**src/rtl/relay_coil_driver.sv**
```systemverilog
// Relay coil sequencer: a full-strength pull-in, then a PWM economiser hold,
// then an enforced minimum-off release before the coil can be re-energised.
module relay_coil_driver #(
  parameter int counter_length_p = 16,
  parameter int pullin_cycles_p  = 1000,
  parameter int hold_period_p    = 20,
  parameter int hold_duty_p      = 8,
  parameter int min_off_cycles_p = 2000
) (
  input  logic       Clk_i,
  input  logic       Reset_i,
  input  logic       Request_i,
  input  logic       Enable_i,
  output logic       Coil_o,
  output logic       Closed_o,
  output logic       Busy_o,
  output logic [1:0] State_o
);

  typedef enum logic [1:0] {
    OFF     = 2'd0,
    PULLIN  = 2'd1,
    HOLD    = 2'd2,
    RELEASE = 2'd3
  } state_t;

  localparam logic [counter_length_p-1:0] PULLIN_LAST = counter_length_p'(pullin_cycles_p - 1);
  localparam logic [counter_length_p-1:0] PERIOD_LAST = counter_length_p'(hold_period_p - 1);
  localparam logic [counter_length_p-1:0] HOLD_DUTY   = counter_length_p'(hold_duty_p);
  localparam logic [counter_length_p-1:0] MINOFF_LAST = counter_length_p'(min_off_cycles_p - 1);

  state_t                      state_reg;
  logic [counter_length_p-1:0] cnt_reg;
  logic [counter_length_p-1:0] pwm_next;
  logic                        coil_reg;
  logic                        closed_reg;
  logic                        busy_reg;

  // In HOLD the shared counter is the PWM phase; it wraps once per period.
  assign pwm_next = (cnt_reg == PERIOD_LAST) ? '0 : cnt_reg + 1'b1;

  always_ff @(posedge Clk_i) begin
    if (Reset_i) begin
      state_reg  <= OFF;
      cnt_reg    <= '0;
      coil_reg   <= 1'b0;
      closed_reg <= 1'b0;
      busy_reg   <= 1'b0;
    end else begin
      case (state_reg)
        OFF: begin
          if (Request_i && Enable_i) begin
            state_reg <= PULLIN;
            cnt_reg   <= '0;
            coil_reg  <= 1'b1;
            busy_reg  <= 1'b1;
          end
        end

        PULLIN: begin
          // Losing the enable aborts pull-in at once; a dropped request does not.
          if (!Enable_i || (cnt_reg == PULLIN_LAST && !Request_i)) begin
            state_reg  <= RELEASE;
            cnt_reg    <= '0;
            coil_reg   <= 1'b0;
            closed_reg <= 1'b0;
            busy_reg   <= 1'b1;
          end else if (cnt_reg == PULLIN_LAST) begin
            state_reg  <= HOLD;
            cnt_reg    <= '0;
            coil_reg   <= (HOLD_DUTY != '0);
            closed_reg <= 1'b1;
            busy_reg   <= 1'b0;
          end else begin
            cnt_reg <= cnt_reg + 1'b1;
          end
        end

        HOLD: begin
          if (!Request_i || !Enable_i) begin
            state_reg  <= RELEASE;
            cnt_reg    <= '0;
            coil_reg   <= 1'b0;
            closed_reg <= 1'b0;
            busy_reg   <= 1'b1;
          end else begin
            cnt_reg  <= pwm_next;
            coil_reg <= (pwm_next < HOLD_DUTY);
          end
        end

        RELEASE: begin
          if (cnt_reg == MINOFF_LAST) begin
            state_reg <= OFF;
            cnt_reg   <= '0;
            busy_reg  <= 1'b0;
          end else begin
            cnt_reg <= cnt_reg + 1'b1;
          end
        end
      endcase
    end
  end

  assign Coil_o   = coil_reg;
  assign Closed_o = closed_reg;
  assign Busy_o   = busy_reg;
  assign State_o  = state_reg;

endmodule

```
**config.mk**
```make
export PLATFORM = sky130hd
export DESIGN_NAME = relay_coil_driver
export DESIGN_NICKNAME = d
export VERILOG_FILES = /design/src/rtl/relay_coil_driver.sv
export SDC_FILE = /design/constraint.sdc
export NUM_CORES = 1
export LEC_CHECK = 0
export ABC_AREA = 1
export CORE_UTILIZATION = 53
export CTS_CLUSTER_DIAMETER = 30
export CTS_CLUSTER_SIZE = 8
export DETAILED_ROUTE_END_ITERATION = 8
export PLACE_DENSITY_LB_ADDON = 0.12
export SLEW_MARGIN = 20
export SYNTH_ARGS = -nofsm -noshare
export SYNTH_HDL_FRONTEND = slang
export SYNTH_SLANG_ARGS = --single-unit
```
**constraint.sdc**
```tcl
create_clock -name Clk_i -period 1.7 [get_ports Clk_i]
set_clock_uncertainty 0.15 [all_clocks]
set_input_delay 0.255 -clock Clk_i [delete_from_list [all_inputs] [get_ports Clk_i]]
set_output_delay 0.255 -clock Clk_i [all_outputs]
set_load 0.005 [all_outputs]
```
# [After elaboration in Yosys (flattened, before gate mapping)]
# Index checks and enable logic that the tools add are counted.
[word_totals] reg_bits=21 input_bits=4 out_inout_bits=5 wordCells=54
[op_classes] addsub=1 n_lt_le_gt_ge=1 eq_ne=10 muxes=25 reduce_logical=12
[op_table] cell="$mux W16" n=6
[op_table] cell="$pmux W16 S4" n=1
[op_table] cell="$add A16 B1 Y16 const B" n=1
[op_table] cell="$eq A16 B10 Y1 const B" n=1
[op_table] cell="$eq A16 B11 Y1 const B" n=1
[op_table] cell="$eq A16 B5 Y1 const B" n=1
[op_table] cell="$lt A16 B4 Y1 const B" n=1
[op_table] cell="$mux W2" n=5
[op_table] cell="$mux W1" n=9
[op_table] cell="$pmux W2 S4" n=1
[op_table] cell="$ne A2 B2 Y1 const B" n=3
[op_table] cell="$reduce_and A3 Y1" n=2
[op_table] cell="$eq A2 B2 Y1 const B" n=2
[op_table] cell="$pmux W1 S4" n=1
[op_table] cell="$reduce_and A4 Y1" n=1
[op_table] cell="$ne A3 B3 Y1 const B" n=1
[op_table] cell="$pmux W1 S3" n=1
[op_table] cell="$reduce_bool A3 Y1" n=1
[op_table] cell="$eq A2 B1 Y1 const B" n=1
[op_table] cell="$logic_and A1 B1 Y1" n=2
[op_table] cell="$logic_not A1 Y1" n=2
[op_table] cell="$logic_not A2 Y1" n=1
[op_table] cell="$logic_or A1 B1 Y1" n=2
[op_table] cell="$pmux W1 S2" n=1
[op_table] cell="$reduce_bool A2 Y1" n=1

# [Depth between registers and ports, before layout]
[depth] depth_word=5 depth_mapped=12

# [Least setup slack after synthesis]
# OpenSTA, ideal clock, no wires.
[synth_path] kind="register to register" from="register cnt_reg[0]" to="register cnt_reg[2]" setup_ns=0.132 t_arrival_ns=1.446 slack_ns=-0.028 path_stages_with_launch=12 path_cell_list="dfxtp_1 ha_1 nand2_2 nor2_4 inv_1 nor2_1 nand2_1 nand2_2 nand3_4 buf_6 nand4_1 a21oi_1"
[synth_via] elab_chain_len=5
[synth_rtl] item="from (decl)" line="33" text="logic [counter_length_p-1:0] cnt_reg;"
[synth_rtl] item="from (signal assigned)" line="75" text="cnt_reg <= cnt_reg + 1'b1;"
[synth_rtl] item="from (signal assigned)" line="87" text="cnt_reg <= pwm_next;"
[synth_rtl] item="from (signal assigned)" line="98" text="cnt_reg <= cnt_reg + 1'b1;"
[synth_rtl] item="parallel branches: the longest is 4 deep, another holds $add A16 B1 Y16"
[synth_rtl] item="$pmux W16 S4 *" line="50" text="case (state_reg)"
# Every way passes the cells marked *.
# A chain may end at the register's enable or synchronous reset.

# [Worst setup path after layout]
[layout_path] from="register cnt_reg[1]" to="register busy_reg, in the netlist Busy_o"
[layout_via] elab_chain_len=5
[layout_rtl] item="$eq A16 B10 Y1" line="62, 68"
[layout_rtl] item="$logic_and A1 B1 Y1" line="62" text="if (!Enable_i || (cnt_reg == PULLIN_LAST && !Request_i)) begin"
[layout_rtl] item="$logic_or A1 B1 Y1" line="62"
[layout_rtl] item="$ne A3 B3 Y1 (no source line) / $mux W1 (equally long branches)"
[layout_rtl] item="$reduce_and A4 Y1 (no source line) / $pmux W1 S4 (equally long branches)"
[layout_rtl] item="to (signal assigned)" line="56" text="busy_reg <= 1'b1;"
[layout_rtl] item="to (signal assigned)" line="67" text="busy_reg <= 1'b1;"
[layout_rtl] item="to (signal assigned)" line="73" text="busy_reg <= 1'b0;"
[layout_rtl] item="to (decl)" line="37" text="logic busy_reg;"
# Parallel ways exist; a longest one is shown, timed or not.

==> impl_metrics.json <==
{
  "number_of_core_rows": 19,
  "initial_antenna_violation_count": 0,
  "first_pass_drt_iterations": 4,
  "hold_crit_class": "reg2reg",
  "vias_per_cell": 5.469,
  "edff_count_synth": 0,
  "vdd_drop_max_uv": 941.7,
  "most-common-layout-cells": "sky130_fd_sc_hd__nand2_1, sky130_fd_sc_hd__buf_4, sky130_fd_sc_hd__nor2_1",
  "clkTransAtPathRegs_ns": 0.13,
  "cts_tree": "done",
  "grt_max_degree": 18,
  "ys_dominant_reg_cell": "sky130_fd_sc_hd__dfxtp_1",
  "critical_path_arrival_ns": 1.85,
  "cts_buffers": 3,
  "final.fill_count": 232,
  "critical_path.most_common_cell": "sky130_fd_sc_hd__nand2_4",
  "coreArea_mm2": 0.002781,
  "top_level_ports": 9,
  "report.final.setup_viol": 8,
  "grtUsageMet3": 0.02074,
  "outcome": "complete, but fails checks",
  "finalCriticalPeriod_ns": 1.781,
  "worstPathCellList": "ha_4 > nand2_4 > nor2_4 > inv_2 > nor2_2 > nand2_2 > nand2_4 > nand2_4 > nor2_4 > nand2_2 > nor2_1 > nor2_1",
  "multiInputGateArea_mm2": 0.001130,
  "via_count_of_the_routed_design": 1750,
  "critical_path.max_fanout": 5,
  "setup-tns-final_ns": -0.2181,
  "area.growth.synth_to_final_pct": 28.87,
  "final_hold_fails": 0,
  "postCtsHoldBufs": 0,
  "max_slew.worst_pin.slew_ns": 0.2854,
  "largest_register_ffs": 16,
  "global_route_wire_length_before_repair_mm": 6.637,
  "slew_headroom": 0.8091,
  "globalRouteMet1Util": 0.3538,
  "endpoint_kind": "flop",
  "synth_area_mm2": 0.001578,
  "grt_overflow": 0,
  "final_core_util": 0.7310,
  "die-area_mm2": 0.003199,
  "first_global_vias": 1514,
  "fp.dieW_um": 56.56,
  "async_reset_ff_frac": 0,
  "crit_slowest_cell": "sky130_fd_sc_hd__dfxtp_2",
  "clock_latency_ns": 0.32,
  "insertedDiodeCount": 0,
  "num-nets-final": 301,
  "violations": "setup timing",
  "yosys_reg_bits": 21,
  "synth_seq_area_share": 0.2665,
  "cts_max_path_buffers": 2,
  "most_common_library_cell_in_the_layout_ignoring_fill_and_taps": "sky130_fd_sc_hd__nand2_1",
  "drt_wl_total_mm": 4.274,
  "io_buffer_count": 8,
  "slew_violations": 0,
  "clkSinkCount": 21,
  "start_util": 0.5673,
  "clock_tree.htree_level_count": 1,
  "routed_wire_length_per_instance_um": 13.36,
  "start_kind": "flop",
  "final_wtd_congestion": 0.8512,
  "number_of_nets_produced_by_synthesis": 263,
  "syn_area_per_cell_um2": 6.261,
  "area.sequential_um2": 432.9,
  "groute.usage.overall": 0.2624,
  "worst-setup-path-type": "reg2reg",
  "busiest_layer_in_global_routing": "met2",
  "powerDensity_mw_per_mm2": 882.0,
  "power_leakage_nw": 0.8341,
  "period_utilisation_layout": 1.047,
  "detailed_place_hpwl_mm": 3.012,
  "global_route.usage.met2": 0.4420,
  "synth_warnings": 0,
  "max_freq_mhz": 561.6,
  "grt_setup_unrepaired": "yes",
  "dieHeight_um": 56.56,
  "clockRootBuffer": "sky130_fd_sc_hd__clkbuf_4",
  "ant_nets": 0,
  "critical_path_required_ns": 1.77,
  "postSynthCellCount": 252,
  "drv.max_cap_violation_count": 0,
  "final_layout_size_suffix_gt1_frac": 0.2734,
  "drc": 0,
  "cp_slowest_stage_delay_ns": 0.37,
  "postLayoutSetupSlackWorst_ns": -0.08070,
  "drt_first_iter_violations": 118,
  "synthDistinctLibCells": 25
}
==> metrics by stage <==
| step | total power, mW | hold slack [ns] | worst slack (ns) | cell area, µm² | cells |
|---|---|---|---|---|---|
| 3_3_place_gp | 1.449 | 0.3053 | -0.06741 | 1879 | 313 |
| 6_report | 1.793 | 0.3220 | -0.08070 | 2033 | 320 |
| 3_5_place_dp | 1.461 | 0.3069 | -0.08859 | 1879 | 313 |
| 4_1_cts | 1.726 | 0.3242 | -0.02720 | 1926 | 317 |
| 5_1_grt | 1.907 | 0.3330 | -0.1652 | 2033 | 320 |
| 2_1_floorplan | 1.133 | 0.3084 | 0.008718 | 1585 | 252 |
==> routing by layer <==
layer  vias up  part of all wire
met5         -                 0
met4         0             0.010
met3         5             0.051
met2        49              0.49
met1       796              0.45
li1        900                 -
==> where the power goes <==
| part | total [mW] | switching (mW) | internal, mW |
|---|---|---|---|
| clock | 0.261 | 0.169 | 0.0919 |
| combinational | 0.940 | 0.546 | 0.394 |
| sequential | 0.592 | 0.0425 | 0.550 |
==> cell usage after synthesis, drive strengths merged (2+ instances only) <==
cell type	count	area (µm²)
clkbuf	2	7.510
ha	7	87.58
nand2	73	286.5
nand4	14	87.58
nor2	39	183.9
nand3	29	170.2
nand3b	3	22.52
a21oi	20	100.1
inv	25	93.84
clkinv	2	7.510
buf	4	25.02
xor2	4	35.03
o21ai	7	38.78
dfxtp	21	420.4
==> path summary, 6_finish.rpt <==
kind	startpoint	to	slack, ns	cells after the start
worst max-delay path	cnt_reg[1]	Busy_o	-0.08	12
worst min-delay path	Closed_o	Closed_o	0.32	2
worst max register to register	cnt_reg[1]	Busy_o	-0.08	12
worst min register to register	Closed_o	Closed_o	0.32	2
==> layout make-up <==
cell class              instances  share of cell area
clock buffers                   4             0.01292
inverters                      27             0.04985
multi-input cells             199              0.5557
flip-flops and latches         21              0.2129
well taps                      31             0.01908
repair buffers                 38              0.1495
==> critical path: cells and delay by family, from the launching register on <==
| family | cells | cell delay [ns] |
|---|---|---|
| AND/OR/NAND/NOR | 10 | 0.93 |
| flip-flops | 1 | 0.37 |
| adder cells (fa/ha/maj) | 1 | 0.17 |
| buffers and inverters | 1 | 0.05 |
==> cell families (layout without fill, tap and decap cells) <==
kind of cell,after synthesis,after routing,synth area share
AO/OA/AOI/OAI,27,27,0.08802
XOR/XNOR,4,4,0.02220
adder cells (fa/ha/maj),7,7,0.05551
buffers and inverters,33,69,0.08485
flip-flops,21,21,0.2665
AND/OR/NAND/NOR,160,161,0.4829
==> timing repair <==
action	4_1_cts	5_1_grt
gates cloned	0	1
endpoints found under the hold margin	0	0
gates resized for setup	8	25
pin swaps	9	10
setup buffers	0	2
endpoints found under the setup margin	22	21
No activity file was read; power rests on OpenSTA's default activity.
